$ cat config.mk
export PLATFORM = sky130hd
export DESIGN_NAME = spi_ram
export DESIGN_NICKNAME = d
export VERILOG_FILES = /design/src/rtl/spi_pkg.sv /design/src/rtl/spi_ram_mem.sv /design/src/rtl/spi_ram.sv
export SDC_FILE = /design/constraint.sdc
export NUM_CORES = 2
export LEC_CHECK = 0
export BUFFER_PORTS_ARGS = -buffer_cell sky130_fd_sc_hd__buf_2
export CAP_MARGIN = 10
export CORE_UTILIZATION = 30
export CTS_BUF_LIST = sky130_fd_sc_hd__clkbuf_8
export DETAILED_ROUTE_END_ITERATION = 10
export PLACE_DENSITY = 0.54
export SYNTH_ARGS = -nofsm -noshare
export SYNTH_HDL_FRONTEND = slang
export SYNTH_SLANG_ARGS = --single-unit
$ cat constraint.sdc
create_clock -name clk -period 5.7 [get_ports clk]
set_clock_uncertainty 0.1 [all_clocks]
set_input_delay 1.71 -clock clk [delete_from_list [all_inputs] [get_ports clk]]
set_output_delay 1.71 -clock clk [all_outputs]
set_load 0.02 [all_outputs]
$ cat src/rtl/spi_pkg.sv
// Shared SPI frame definitions: 10-bit frames carrying a 2-bit command and an 8-bit payload.
// Used by both the SPI slave and the spi_ram back-end.
package spi_pkg;

   localparam int FRAME_W = 10;
   localparam int DATA_W  = 8;

   localparam logic [1:0] CMD_WR_ADDR = 2'b00;
   localparam logic [1:0] CMD_WR_DATA = 2'b01;
   localparam logic [1:0] CMD_RD_ADDR = 2'b10;
   localparam logic [1:0] CMD_RD_DATA = 2'b11;

   function automatic logic [1:0] frame_cmd(input logic [FRAME_W-1:0] f);
      return f[FRAME_W-1:FRAME_W-2];
   endfunction

endpackage

$ cat src/rtl/spi_ram_mem.sv
// Raw single-port byte array with a registered, enable-gated read port.
// The read register resets to zero and holds between reads; array contents are never reset.
module spi_ram_mem #(
   parameter int DEPTH = 256,
   parameter int AW    = 8,
   parameter int DW    = 8
) (
   input  logic          clk,
   input  logic          rst,
   input  logic          we,
   input  logic          re,
   input  logic [AW-1:0] addr,
   input  logic [DW-1:0] wdata,
   output logic [DW-1:0] rdata
);

   logic [DW-1:0] mem [DEPTH];

   always_ff @(posedge clk) begin
      if (we) mem[addr] <= wdata;
   end

   always_ff @(posedge clk) begin
      if (rst)     rdata <= '0;
      else if (re) rdata <= mem[addr];
   end

endmodule

$ cat src/rtl/spi_ram.sv
// Frame decoder, address registers and error flag in front of spi_ram_mem.
// Define SPI_RAM_AUTO_INC_EN to post-increment addresses after each accepted data access.
module spi_ram
   import spi_pkg::*;
#(
   parameter int MEM_DEPTH = 256,
   parameter int ADDR_SIZE = 8
) (
   input  logic               clk,
   input  logic               rst,
   input  logic [FRAME_W-1:0] din,
   input  logic               rx_valid,
   output logic [DATA_W-1:0]  dout,
   output logic               tx_valid,
   output logic               err
);

   localparam int MEM_AW = (MEM_DEPTH > 1) ? $clog2(MEM_DEPTH) : 1;
   localparam int CMP_W  = ADDR_SIZE + 1;
   localparam logic [CMP_W-1:0] DEPTH_C = CMP_W'(MEM_DEPTH);

   logic [1:0]           cmd;
   logic [ADDR_SIZE-1:0] payload_addr;
   logic [DATA_W-1:0]    payload_data;
   logic [ADDR_SIZE-1:0] wr_addr, rd_addr, mem_addr;
   logic                 wr_addr_ok, rd_addr_ok;
   logic                 addr_in_range, do_wr, do_rd;

`ifdef SPI_RAM_AUTO_INC_EN
   localparam logic [CMP_W-1:0] LAST_C = CMP_W'(MEM_DEPTH - 1);

   function automatic logic [ADDR_SIZE-1:0] bump(input logic [ADDR_SIZE-1:0] a);
      if ({1'b0, a} == LAST_C) return '0;
      return a + 1'b1;
   endfunction
`endif

   assign cmd           = frame_cmd(din);
   assign payload_addr  = din[ADDR_SIZE-1:0];
   assign payload_data  = din[DATA_W-1:0];
   assign addr_in_range = ({1'b0, payload_addr} < DEPTH_C);

   // Reset wins over a coincident frame, so memory side effects are gated by rst too.
   assign do_wr    = rx_valid && !rst && (cmd == CMD_WR_DATA) && wr_addr_ok;
   assign do_rd    = rx_valid && !rst && (cmd == CMD_RD_DATA) && rd_addr_ok;
   assign mem_addr = (cmd == CMD_WR_DATA) ? wr_addr : rd_addr;

   spi_ram_mem #(
      .DEPTH (MEM_DEPTH),
      .AW    (MEM_AW),
      .DW    (DATA_W)
   ) u_mem (
      .clk   (clk),
      .rst   (rst),
      .we    (do_wr),
      .re    (do_rd),
      .addr  (mem_addr[MEM_AW-1:0]),
      .wdata (payload_data),
      .rdata (dout)
   );

   always_ff @(posedge clk) begin
      if (rst) begin
         wr_addr    <= '0;
         rd_addr    <= '0;
         wr_addr_ok <= 1'b0;
         rd_addr_ok <= 1'b0;
         tx_valid   <= 1'b0;
         err        <= 1'b0;
      end else begin
         tx_valid <= do_rd;
         if (rx_valid) begin
            case (cmd)
               CMD_WR_ADDR: begin
                  if (addr_in_range) begin
                     wr_addr    <= payload_addr;
                     wr_addr_ok <= 1'b1;
                  end else begin
                     err <= 1'b1;
                  end
               end
               CMD_WR_DATA: begin
                  if (!wr_addr_ok) err <= 1'b1;
`ifdef SPI_RAM_AUTO_INC_EN
                  else wr_addr <= bump(wr_addr);
`endif
               end
               CMD_RD_ADDR: begin
                  if (addr_in_range) begin
                     rd_addr    <= payload_addr;
                     rd_addr_ok <= 1'b1;
                  end else begin
                     err <= 1'b1;
                  end
               end
               default: begin
                  if (!rd_addr_ok) err <= 1'b1;
`ifdef SPI_RAM_AUTO_INC_EN
                  else rd_addr <= bump(rd_addr);
`endif
               end
            endcase
         end
      end
   end

endmodule

==> out/results.tsv <==
stage	metric	value	unit
outcome	run status	finished clean	
floorplan	area of the core	256500	um^2
floorplan	initial core utilization	30.15	%
hold_path	Min-Delay Startpoint	rd_addr_ok	
drt	initial drt markers	5618	
global_route	largest net degree at the start of global routing	147	
floorplan	die width	509.7	um
logic_synthesis	synth top area cells	edfxtp_1 (80%), a22oi_1 (4.9%), a221oi_1 (3.1%)	
layout	filler instances	24300	
layout	Layout Nets	4917	
clock_network	Clk Latency, worst-skew pair	1.08	ns
clock_network	Post-CTS Hold Buffers	0	
global_route	initial antenna violation count	7	
power_and_ir_drop	Cell Pwr Density	331.9	nW/um^2
setup_path	type of the worst setup path	in -> reg	
layout	most frequent cells in the layout	edfxtp_1 (2048), a22oi_1 (506), buf_4 (393), clkbuf_8 (356), a221oi_1 (272)	
timing	final setup margin	0.8117	ns
timing	slew margin rel.	10.96	%
timing	setup violators final	0	
timing	pins over their slew limit	0	
timing	RSZ-0062 raised after global routing	no	
logic_synthesis	synth unique cells	56	
setup_path	startpoint types	primary input	
floorplan	die area	259800	um^2
setup_path	Critical Path AT	5.69	ns
logic_synthesis	synthesized area	77320	um^2
hold_path	Hold Path Class	reg -> reg	
logic_synthesis	register bit count reported by yosys	2076	
drt	ANT nets after route	0	
clock_network	postcts setup bufs	0	
drt	total number of vias	46220	
setup_path	crit-path cells	buf_2 -> nor2b_2 -> buf_4 -> mux2i_4 -> buf_4 -> nand2_4 -> buf_12 -> buf_4 -> a221o_1 -> a221oi_1 -> or4_1 -> o21ai_0 -> a21oi_1 -> a31oi_1	
layout	post-route insts no fill	8512	
timing	final hold violation count	0	
clock_network	clock tree sinks	2076	
placement	Final GP Congestion	0.8524	
power_and_ir_drop	leakage	28.58	nW
hold_path	Worst Hold End	rd_addr_ok	
setup_path	FF-to-FF setup slack	1.51	ns
logic_synthesis	Mapped Cells	4426	
placement	post-place setup slack	-0.2471	ns
layout	fraction of layout cells with a size suffix above 1	17.40	%
floorplan	Die Height	509.7	um
setup_path	cell family contributing the most delay on the critical path	compound AO/OA/AOI/OAI gates	
setup_path	critical path data required time	6.50	ns
timing	Peak Freq	0.2046	GHz
layout	multi-input logic area	13880	um^2
layout	Syn-to-layout area delta	16.95	%
placement	hpwl dp	143900	um
setup_path	slowest stage delay, CP	0.81	ns
hold_path	depth of the worst hold-timing path	2	
placement	Placed Cells	7940	
timing	Period minus WS final	4.888	ns
global_route	number of global-route vias before repair	46010	
power_and_ir_drop	peak supply drop	0.2643	mV
setup_path	FF-to-FF Start	rd_addr[1]	
setup_path	slowest cell on the critical path	a21oi_1	
floorplan	row count	186	
placement	IO Port Bufs	22	
layout	flip-flop and latch area	62060	um^2
global_route	first-pass GRT wire length	334600	um
logic_synthesis	synth warn	0	
setup_path	Crit Path Max Fanout	33	
setup_path	WP buf/inv	5	
logic_synthesis	Async SR Flop Fraction	0	%
clock_network	CTS Buf Count	345	
logic_synthesis	top cell type's share of synthesized area	79.54	%
drt	mean routed wirelength per cell	27.54	um
drt	final wirelength	234400	um
layout	commonest non-fill, non-tap cell in the layout	edfxtp_1	
drt	drc violations	0	
drt	via/cell ratio	5.429	
clock_network	CTS clk-pin slew, worst paths	0.06	ns
layout	Final Util	35.26	%
logic_synthesis	Avg Cell Area, Syn	17.47	um^2
clock_network	CTS root buf	clkbuf_8	
clock_network	TritonCTS clock tree	done	
floorplan	Ports	23	
logic_synthesis	number of flops mapped to enable cells by yosys	2048	
logic_synthesis	post-synth top area cell	edfxtp_1	
clock_network	post-CTS sizing	0	
job	max-cap violation count	0	
global_route	Global Route Usage Sum	17.73	%
global_route	GRT overflow	0	
setup_path	Setup crit end kind	flip-flop	
logic_synthesis	register area share after synthesis	80.26	%
setup_path	cell mode on critical path	buf_4	
timing	worst-margin pin slew	1.336	ns
clock_network	Longest Clk Path Bufs	4	
clock_network	CTS H-Tree Depth	5	
setup_path	Reg2Reg Depth	12	
logic_synthesis	Synth Flop Type	edfxtp_1	
setup_path	Reg2Reg Capture Point	u_mem.rdata[4]	
timing	fin crit share	85.76	%
logic_synthesis	post-synthesis net count	4439	
drt	DRT Pass-1 Iters	8	
[report_power, final]
group | switching, mW | total, mW | internal (mW)
Combinational | 1.04 | 1.44 | 0.402
Clock | 5.74 | 11.8 | 6.04
Sequential | 0.0106 | 16.8 | 16.8
[final cells by class]
| cell class | instances | area share (%) |
|---|---|---|
| Clock buffer | 356 | 5.418 |
| Antenna cell | 3 | 0.008302 |
| Tap cell | 3384 | 4.682 |
| Timing Repair Buffer | 473 | 4.740 |
| Sequential cell | 2076 | 68.63 |
| Inverter | 5 | 0.02075 |
| Clock inverter | 212 | 1.155 |
| Multi-Input combinational cell | 2003 | 15.34 |
[layer usage]
| metal | wire [um] | share of wire, % | GRT usage [%] | vias up |
|---|---|---|---|---|
| met2 | 108500 | 46 | 27.79 | 2193 |
| met1 | 97900 | 42 | 24.19 | 24020 |
| met3 | 19670 | 8.4 | 3.710 | 383 |
| li1 | - | - | - | 19620 |
| met5 | 33 | 0.014 | 0 | - |
| met4 | 8274 | 3.5 | 6.459 | 6 |
[worst min-delay path, delay by kind of cell (launching register included)]
kind / cells / cell delay (ns)
flops: 1 / 0.31
compound gates: 1 / 0.05
buf+inv: 1 / 0.05
[through the flow]
step	total power, mW	area, um^2	hold WS [ns]	setup TNS [ns]
2_1_floorplan	17.70	77320	0.3258	0
3_3_place_gp	18.52	84470	0.3372	-0.3726
3_5_place_dp	18.53	84470	0.3500	-0.4839
4_1_cts	30.20	90410	0.3596	0
5_1_grt	30.92	90420	0.3873	0
6_report	30.01	90430	0.3565	0
[cell usage after synthesis, types with 3 or more instances]
cell type and n:
a2111oi_0 5, a21oi_1 148, a221o_1 121, a221oi_1 272, a22o_1 131, a22oi_1 506, a311oi_1 17, a31oi_1 14
a32o_1 4, a32oi_1 28, and3_1 13, buf_1 49, buf_2 159, buf_4 13, clkbuf_1 121, dfxtp_1 28
edfxtp_1 2048, inv_1 5, mux2i_1 18, nand2_1 75, nand2b_1 3, nand3_1 127, nand4_1 7, nor2_1 252
nor3_1 78, nor3b_1 3, nor4_1 39, nor4b_1 4, o211ai_1 5, o21ai_0 23, o221ai_1 5, o22ai_1 66
o311a_1 3, or3_1 3, or4_1 3
[cells by family after synthesis]
group	Yosys count	share of synthesized area, %
AO/OA/AOI/OAI	1363	13.73
buffers and inverters	347	2.005
multiplexers	24	0.3625
flip-flops	2076	80.26
AND/OR/NAND/NOR	616	3.641
[sequential cells by signal (all words and copies together), names as in the netlist]
| signal | count |
|---|---|
| err | 1 |
| u_mem.rdata | 8 |
| rd_addr | 8 |
| wr_addr | 8 |
| u_mem.mem | 2048 |
| tx_valid | 1 |
| rd_addr_ok | 1 |
| wr_addr_ok | 1 |
[how the worst max path moves through the flow]
| stage | from | end | depth (start not counted) |
|---|---|---|---|
| floorplan | din[8] | u_mem.mem[197][0] | 9 |
| global placement | din[8] | u_mem.rdata[6] | 14 |
| detailed placement | din[8] | u_mem.rdata[6] | 14 |
| CTS | din[8] | u_mem.rdata[6] | 14 |
| global route | din[8] | u_mem.rdata[6] | 14 |
| finish | din[8] | u_mem.rdata[6] | 14 |
Note: power is estimated with default switching activity, not from simulation.
